$ cat src/rtl/channel_stream_sender.sv
// Valid/ready stream sender: emits base, base+stride, ... for count beats after a start strobe.
// Optional CHANNEL_STREAM_SENDER_CHECKSUM_EN appends one wrapping-sum beat after the data words.
module channel_stream_sender #(
  parameter int WIDTH     = 16,
  parameter int CNT_WIDTH = 8
) (
  input  logic                 clk,
  input  logic                 rst,
  input  logic                 start,
  input  logic [WIDTH-1:0]     base,
  input  logic [WIDTH-1:0]     stride,
  input  logic [CNT_WIDTH-1:0] count,
  input  logic                 out_ready,
  output logic                 out_valid,
  output logic [WIDTH-1:0]     out_data,
  output logic                 out_last,
  output logic                 busy,
  output logic                 done
);

  // state | meaning
  // IDLE  | waiting for start; done may pulse here
  // RUN   | presenting data words, holding each until accepted
  // CHK   | presenting the checksum beat (checksum build only)
  typedef enum logic [1:0] {IDLE, RUN, CHK} state_t;

  state_t               state;
  logic [WIDTH-1:0]     stride_q;
  logic [CNT_WIDTH-1:0] rem;
`ifdef CHANNEL_STREAM_SENDER_CHECKSUM_EN
  logic [WIDTH-1:0]     sum_q;
`endif

  // rem counts the beats still to come after the one currently presented
  always_ff @(posedge clk) begin
    if (rst) begin
      state     <= IDLE;
      out_valid <= 1'b0;
      out_data  <= '0;
      out_last  <= 1'b0;
      busy      <= 1'b0;
      done      <= 1'b0;
      stride_q  <= '0;
      rem       <= '0;
`ifdef CHANNEL_STREAM_SENDER_CHECKSUM_EN
      sum_q     <= '0;
`endif
    end else begin
      done <= 1'b0;
      case (state)
        IDLE: begin
          if (start) begin
            if (count != '0) begin
              state     <= RUN;
              out_valid <= 1'b1;
              out_data  <= base;
              busy      <= 1'b1;
              stride_q  <= stride;
              rem       <= count - CNT_WIDTH'(1);
`ifdef CHANNEL_STREAM_SENDER_CHECKSUM_EN
              sum_q     <= base;
              out_last  <= 1'b0;
`else
              out_last  <= (count == CNT_WIDTH'(1));
`endif
            end else begin
              done <= 1'b1;
            end
          end
        end
        RUN: begin
          if (out_ready) begin
            if (rem != '0) begin
              out_data <= out_data + stride_q;
              rem      <= rem - CNT_WIDTH'(1);
`ifdef CHANNEL_STREAM_SENDER_CHECKSUM_EN
              // running sum already includes the word being loaded
              sum_q    <= sum_q + out_data + stride_q;
`else
              out_last <= (rem == CNT_WIDTH'(1));
`endif
            end else begin
`ifdef CHANNEL_STREAM_SENDER_CHECKSUM_EN
              state     <= CHK;
              out_data  <= sum_q;
              out_last  <= 1'b1;
`else
              state     <= IDLE;
              out_valid <= 1'b0;
              out_last  <= 1'b0;
              busy      <= 1'b0;
              done      <= 1'b1;
`endif
            end
          end
        end
        CHK: begin
          if (out_ready) begin
            state     <= IDLE;
            out_valid <= 1'b0;
            out_last  <= 1'b0;
            busy      <= 1'b0;
            done      <= 1'b1;
          end
        end
        default: state <= IDLE;
      endcase
    end
  end

endmodule
$ cat config.mk
export PLATFORM = sky130hd
export DESIGN_NAME = channel_stream_sender
export DESIGN_NICKNAME = d
export VERILOG_FILES = /design/src/rtl/channel_stream_sender.sv
export SDC_FILE = /design/constraint.sdc
export NUM_CORES = 1
export LEC_CHECK = 0
export ABC_AREA = 1
export BUFFER_PORTS_ARGS = -buffer_cell sky130_fd_sc_hd__buf_2
export CAP_MARGIN = 20
export CORE_AREA = 2 2 78 80
export DETAILED_ROUTE_END_ITERATION = 6
export DIE_AREA = 0 0 80 82
export HOLD_SLACK_MARGIN = 0.02
export PLACE_DENSITY = 0.82
export SLEW_MARGIN = 5
export SYNTH_ARGS = -nofsm -noshare
export SYNTH_HDL_FRONTEND = slang
export SYNTH_SLANG_ARGS = --single-unit
export TNS_END_PERCENT = 20
$ cat constraint.sdc
create_clock -name clk -period 5.07 [get_ports clk]
set_input_delay 0.2535 -clock clk [delete_from_list [all_inputs] [get_ports clk]]
set_output_delay 0.2535 -clock clk [all_outputs]
set_load 0.1 [all_outputs]
; Word level (Yosys, flattened, before mapping)
; Cells that the tools add are included.
[totals]
regBits = 45
inputBits = 44
out_inout_bits = 20
[classes]
n_addsub = 3
n_eq_ne = 10
muxes = 33
n_reduce_logical = 10
[op_table]
columns = cell, count
row1 = $mux W16, 4
row2 = $mux W8, 4
row3 = $pmux W16 S2, 1
row4 = $add A16 B16 Y16, 1
row5 = $eq A8 B1 Y1 const B, 2
row6 = $pmux W8 S2, 1
row7 = $reduce_bool A8 Y1, 2
row8 = $sub A8 B1 Y8 const B, 2
row9 = $reduce_and A5 Y1, 3
row10 = $mux W1, 14
row11 = $ne A2 B2 Y1 const B, 6
row12 = $mux W2, 5
row13 = $pmux W1 S3, 3
row14 = $pmux W2 S3, 1
row15 = $reduce_and A6 Y1, 1
row16 = $reduce_and A3 Y1, 1
row17 = $reduce_bool A3 Y1, 1
row18 = $eq A2 B1 Y1 const B, 1
row19 = $eq A2 B2 Y1 const B, 1
row20 = $logic_not A2 Y1, 1
row21 = $reduce_bool A2 Y1, 1

; Longest topological paths before layout
; Gate-level depths: netlist (run 1).
[logic_depth]
depth_word = 4
depth_mapped = 13
depth_no_buf = 12

; Worst setup path before layout (run 1)
; OpenSTA, ideal clock, no wires.
[synth_timing]
path_type = register -> register
start = register out_data[3]
end = register out_data[8]
setup_ps = 71
arrival_time_ps = 2242
required_time_ps = 4999
setup_slack_ps = 2757
stages_incl_launch_ff = 8
path_cell_list = dfxtp_1 > ha_1 > or2_2 > and2_1 > a21oi_1 > xnor2_1 > nand2_1 > a21oi_1
[synth_via]
elab_chain_cells = 4
[synth_rtl]
columns = element, line_no
row1 = from (decl), 15  ; output logic [WIDTH-1:0] out_data,
row2 = from (signal assigned), 56  ; out_data <= base;
row3 = from (signal assigned), 74  ; out_data <= out_data + stride_q;
row4 = $add A16 B16 Y16, 74
row5 = $mux W16, 73  ; if (rem != '0) begin
row6 = $mux W16, 72  ; if (out_ready) begin
row7 = $pmux W16 S2, 50  ; case (state)
; Every way passes these cells. The select of a mux whose other input is x is not followed.
; A chain may end at the register's enable or synchronous reset.

==> results.md, run 1 <==
- Cts bufs inserted: 5
- Routed Wire Length: 7450 um
- CP arrival: 2.28 ns
- ANT nets after route: 0
- CP Max Fanout: 37
- Avg Inst Size Synth: 6.51 um^2
- Placed cell count: 586
- Primary FF master, synth: dfxtp_1
- Final Cycle Share: 0.415
- Max VDD drop: 0.176 mV
- Req. time, crit path: 5.25 ns
- Initial Util: 0.527
- First-pass GRT wire length: 12,200 um
- Number of flops mapped to enable cells by yosys: 0
- Avg Vias per Cell: 5.15
- Worst-Skew Late Latency: 0.30 ns
- Drt pass-1 iters: 5
- Final setup vio count: 0
- Async set or reset register ratio after synthesis: 0
- Final std cells w/o fill: 593
- Slew margin rel.: 0.487
- Dominant cell type by area after synthesis: dfxtp_1
- Warning count from the yosys run: 0
- Die area: 6560 um^2
- Routed len/inst: 12.6 um
- Layout cells sized above 1: 0.191
- Post-Synthesis Cells: 465
- Bufs and invs on worst path: 2
- Fmax: 475 MHz
- Synthesized area: 3030 um^2
- Yosys cell types: 37
- # DRC: 0
- Worst Skew: 0.00758 ns
- Syn_nets: 529
- Post-cts repair resize count: 0
- Final HPWL DP: 5530 um
- Max-slew violations: 0
- Worst stage delay on the critical path: 0.34 ns
- Num Clock Sinks: 43
- Status: finished clean
- Startpoint class of the critical path: flop
- Synth top area share: 0.284
- Clk buf depth: 2
- RSZ-0062 raised after global routing: no
- Total chip power: 1.14 mW
- Number of max-cap violations: 0
- PD cells: 331 nW/um^2
- Number of global-route vias before repair: 2,801
- CTS H-tree lvls: 2
- CTS tree: done
- Clock-pin slew on the worst setup and hold paths: 0.09 ns
- GPL Wtd Cong: 0.891
- Diodes inserted: 0
- Grt ovf: 0
- Min Tclk post-route: 2.10 ns
- Row cnt: 28
- Final hold violations: 0
- Setup TNS: 0 ns
- Pleak: 1.76 nW
- Most common cell after layout, fill and taps aside: nand2_1
- Slowest CP cell: buf_4
- CP Cell Sequence: buf_4 > nor2_1 > nand2_4 > nand2_4 > nand2_4 > inv_2 > o21ai_0 > a21oi_1
- Post-synthesis sequential area ratio: 0.284
- Port buffer count: 63
- Clock root buffer: clkbuf_8
- Top cells by area, synth: dfxtp_1 (28%), nand2_1 (14%), nor2_1 (8.4%)
- Area growth syn-to-layout: 13.5%
- Most frequent cells in the layout: nand2_1 (117), nor2_1 (68), buf_2 (63), inv_1 (48), dfxtp_1 (43)
- Boundary pin count: 64
- Number of synthesized register bits: 43
- Cell mode on critical path: nand2_4
- DRT iter0 DRCs: 163
- Die W: 80 um
- Crit path capture type: flop
- Setup Crit Path Kind: reg -> reg
- GRT Util Overall: 0.235
- Worst-Margin Slew: 0.769 ns
- Via Count: 3,053
- Nets@finish: 582
- Die H: 82 um
- Initial antenna violation count: 0
- HP Class: in -> reg
- Core area: 5750 um^2
- Pin count of the biggest net entering global routing: 38
- Crit-path leading delay family: simple AND/OR/NAND/NOR gates
- Post-CTS Setup Bufs: 0
- # hold bufs at CTS: 0
[worst min-delay path: stages]
cell and delay, ns:
buf_2 0.07, o21ai_0 0.07, nor2_1 0.07
[final cells by class]
type	instances	area [um^2]
inverter	51	193
sequential	43	861
multi-input combinational	353	1860
timing repair buffer	64	323
fill	565	2310
clock inverter	2	37.5
clock buffer	5	68.8
tap	75	93.8
[flip-flops by register name (all words and copies together) (netlist names)]
| signal | cells |
|---|---|
| done | 1 |
| out_last | 1 |
| stride_q | 16 |
| busy | 1 |
| out_data | 16 |
| rem | 8 |
[cells by family (layout without fill, tap and decap cells)]
logic type | count (synthesis) | in the layout | synth area share
flip-flops | 43 | 43 | 0.284
multiplexers | 2 | 2 | 0.00661
buffers and inverters | 69 | 122 | 0.101
XOR/XNOR | 8 | 8 | 0.0231
AO/OA/AOI/OAI | 87 | 87 | 0.165
adder cells (fa/ha/maj) | 20 | 20 | 0.0851
AND/OR/NAND/NOR | 236 | 236 | 0.335
[power by group]
part | internal [mW] | switching (mW)
Combinational | 0.127 | 0.337
Clock | 0.144 | 0.124
Sequential | 0.376 | 0.0307
[through the flow]
step                hold WS [ns]  utilization  worst slack, ns  area [um^2]
finish                     0.197        0.598             2.97         3440
global route               0.212        0.598             2.77         3440
CTS                        0.199        0.598             2.99         3440
detailed placement         0.484        0.580             2.94         3330
global placement           0.472        0.580             3.06         3330
floorplan                  0.417            -             2.76         3030
[path summary, 6_finish.rpt]
check                                start                       end  slack (ns)  cells past startpoint
setup reg to reg         busy$_SDFFE_PP0P_  out_data[3]$_SDFFE_PP0P_        2.97                      8
setup / recovery         busy$_SDFFE_PP0P_  out_data[3]$_SDFFE_PP0P_        2.97                      8
hold reg to reg   out_data[2]$_SDFFE_PP0P_  out_data[2]$_SDFFE_PP0P_        0.50                      2
hold / removal                   stride[4]  stride_q[4]$_SDFFE_PP0P_        0.20                      3
[per-layer routing]
layer,up-vias,global-route usage,wire length [um],share of wire
li1,1596,-,-,-
met1,1357,0.283,3230,0.43
met2,91,0.428,3640,0.49
met3,9,0.0429,477,0.064
met4,0,0.0678,95,0.013
met5,-,0,0,0
[Yosys cell counts, types with 3 or more instances]
cell / n
nand2_1: 117
o21ai_0: 36
nor3_1: 7
xnor2_1: 5
a21oi_1: 31
nand3_1: 25
ha_1: 19
nand3b_1: 3
xor2_1: 3
nor2_1: 68
nand2_2: 3
buf_2: 3
a21oi_2: 12
dfxtp_1: 43
inv_1: 48
clkbuf_1: 10
nand2_4: 3
Note: power is estimated with default switching activity, not from simulation.
==> run 2: changes to the inputs <==
- CORE_AREA: 2 2 78 80 -> 2 2 81 83
- DIE_AREA: 0 0 80 82 -> 0 0 83 85
- PLACE_DENSITY: 0.82 -> 0.8
- clock period: 5.07 -> 1.82 ns (I/O delays scaled with it)
==> results.md, run 2 (same netlist as run 1, synthesis figures left out) <==
- RSZ-0062 raised after global routing: yes
- Clock share of power: 0.196 (-0.040)
- Num Clock Sinks: 43 (unchanged)
- Die area: 7060 um^2 (+7.5%)
- Pin count of the biggest net entering global routing: 29 (-24%)
- Clk buf depth: 2 (unchanged)
- Post-CTS Setup Bufs: 0 (unchanged)
- Clock-pin slew on the worst setup and hold paths: 0.09 ns (about the same)
- Fmax: 573 MHz (+21%)
- Cell mode on critical path: nand2_1
- Pleak: 1.78 nW (+1.3%)
- Clock root buffer: clkbuf_8
- Biggest regs: out_data x16, stride_q x16, rem x8
- # DRC: 0 (unchanged)
- Core Util, Final: 0.574 (-0.0241)
- Hold Slack: 0.0293 ns (-0.168 ns)
- Req. time, crit path: 2.01 ns (-3.24 ns)
- Setup TNS: 0 ns (unchanged)
- Cts bufs inserted: 5 (unchanged)
- Setup ws final: 0.0750 ns (-2.89 ns)
- HP Class: in -> reg
- Number of max-cap violations: 0 (unchanged)
- Final HPWL DP: 5730 um (+3.7%)
- Boundary pin count: 64 (unchanged)
- CTS H-tree lvls: 2 (unchanged)
- Core area: 6200 um^2 (+8.0%)
- Psw: 1.38 mW (+180%)
- Crit-path leading delay family: simple AND/OR/NAND/NOR gates
- Slowest CP cell: dfxtp_4
- CTS tree: done
- Grt ovf: 0 (unchanged)
- Worst Skew: 0.00622 ns (-0.00136 ns)
- Reg2reg setup slack: 0.08 ns (-2.89 ns)
- Most frequent cells in the layout: nand2_1 (116), nor2_1 (67), buf_2 (63), inv_1 (48), o21ai_0 (33)
- R2R cell count: 12 (+4)
- Nets@finish: 588 (+1.0%)
- Int Pwr: 1.71 mW (+160%)
- Worst-Margin Slew: 0.758 ns (-0.0108 ns)
- CP arrival: 1.94 ns (-0.34 ns)
- Die W: 83 um (+3.8%)
- Slew margin rel.: 0.494 (+0.00722)
- Bufs and invs on worst path: 0 (-2)
- Initial antenna violation count: 0 (unchanged)
- Setup Crit Path Kind: reg -> reg
- Final setup vio count: 0 (unchanged)
- Final hold violations: 0 (unchanged)
- Max VDD drop: 0.479 mV (+170%)
- First-pass GRT wire length: 12,900 um (+5.6%)
- Combinational share of power: 0.430 (+0.023)
- Worst-Skew Late Latency: 0.30 ns (about the same)
- Placement Setup Slack: 0.0208 ns (-2.92 ns)
- Reg2reg end: out_data[10]$_SDFFE_PP0P_
- GPL Wtd Cong: 0.919 (+3.2%)
- Reg2Reg Launch Point: out_data[0]$_SDFFE_PP0P_
- Status: finished clean
- Cell Area, Placed: 3440 um^2 (+3.2%)
- DRT iter0 DRCs: 108 (-34%)
- Startpoint class of the critical path: flop
- Drt pass-1 iters: 5 (unchanged)
- Net Sw Frac: 0.447 (+0.0158)
- Hold Path Depth: 3 (unchanged)
- Layout cells sized above 1: 0.246 (+0.0546)
- ANT nets after route: 0 (unchanged)
- Avg Vias per Cell: 5.15 (+0.12%)
- Start point of the worst hold path: stride[1]
- Hold EP: stride_q[1]$_SDFFE_PP0P_
- Diodes inserted: 0 (unchanged)
- Stages on worst setup path: 12 (+4)
- Min Tclk post-route: 1.74 ns (-0.359 ns)
- Final instance area: 3560 um^2 (+3.6%)
- Row cnt: 29 (+3.6%)
- Crit path capture type: flop
- Routed len/inst: 12.5 um (-0.40%)
- CP Cell Sequence: ha_4 > fa_2 > nand2_1 > nand2_1 > nand3b_1 > nand2_2 > nand2_1 > nand2_1 > nand2_1 > nand3_1 > nand2_1 > a21oi_1
- GRT Util Overall: 0.220 (-0.0155)
- Reg power frac: 0.374 (+0.017)
- Routed Wire Length: 7530 um (+1.1%)
- Worst stage delay on the critical path: 0.37 ns (+0.03 ns)
- Initial Util: 0.488 (-0.0390)
- Most common cell after layout, fill and taps aside: nand2_1
- Via Count: 3,103 (+1.6%)
- CP Max Fanout: 4 (-89%)
- Die H: 85 um (+3.7%)
- Port buffer count: 63 (unchanged)
- Max-slew violations: 0 (unchanged)
- Final Cycle Share: 0.959 (+0.544)
- Number of global-route vias before repair: 2,997 (+7.0%)
- PD cells: 866 nW/um^2 (+160%)
- Area growth syn-to-layout: 17.6%
## run 2: how the worst max path moves through the flow
stage / startpoint / end
6_report: out_data[0]$_SDFFE_PP0P_ / out_data[10]$_SDFFE_PP0P_
5_1_grt: out_data[0]$_SDFFE_PP0P_ / out_data[10]$_SDFFE_PP0P_
3_3_place_gp: out_data[0]$_SDFFE_PP0P_ / out_data[8]$_SDFFE_PP0P_
3_5_place_dp: out_data[0]$_SDFFE_PP0P_ / out_data[8]$_SDFFE_PP0P_
4_1_cts: out_data[0]$_SDFFE_PP0P_ / out_data[8]$_SDFFE_PP0P_
2_1_floorplan: out_data[0]$_SDFFE_PP0P_ / out_data[8]$_SDFFE_PP0P_
## run 2: layer usage
layer | global-route usage | routed length [um] | vias to the layer above
met5 | 0 | 0 | -
met4 | 0.0730 | 97 | 0
met3 | 0.0360 | 354 | 11
met2 | 0.391 | 3730 | 79
met1 | 0.270 | 3350 | 1405
li1 | - | - | 1608
## run 2: power by group through the flow
stage | logic [mW] | clock network (mW) | registers [mW]
2_1_floorplan | 0.721 | 0 | 1.50
3_3_place_gp | 1.28 | 0 | 1.17
3_5_place_dp | 1.30 | 0 | 1.17
4_1_cts | 1.31 | 0.617 | 1.15
5_1_grt | 1.46 | 0.655 | 1.17
6_report | 1.33 | 0.606 | 1.15
## run 2: through the flow
step                      total power, mW  instances
final                                3.09        602
after global routing                 3.29        602
after CTS                            3.08        602
after detailed placement             2.47        594
after global placement               2.44        594
after floorplan                      2.23        465
## run 2: area by class of cell
| class | count | area (um^2) |
|---|---|---|
| inverter | 51 | 195 |
| clock inverter | 3 | 15.0 |
| clock buffer | 5 | 68.8 |
| timing repair buffer | 70 | 372 |
| fill | 586 | 2640 |
| tap | 77 | 96.3 |
| sequential | 43 | 908 |
| multi-input combinational | 353 | 1910 |
## run 2: timing repair
action,in CTS,in global routing
setup endpoints to repair,1,20
gates resized for setup,1,13
hold buffers,0,0
cloned,0,0
## run 2: tightest hold or removal path: cells and delay by family
kind / cells / cell delay [ns]
buffers and inverters: 1 / 0.07
AOI/OAI and AO/OA: 1 / 0.07
and+or+nand+nor: 1 / 0.07
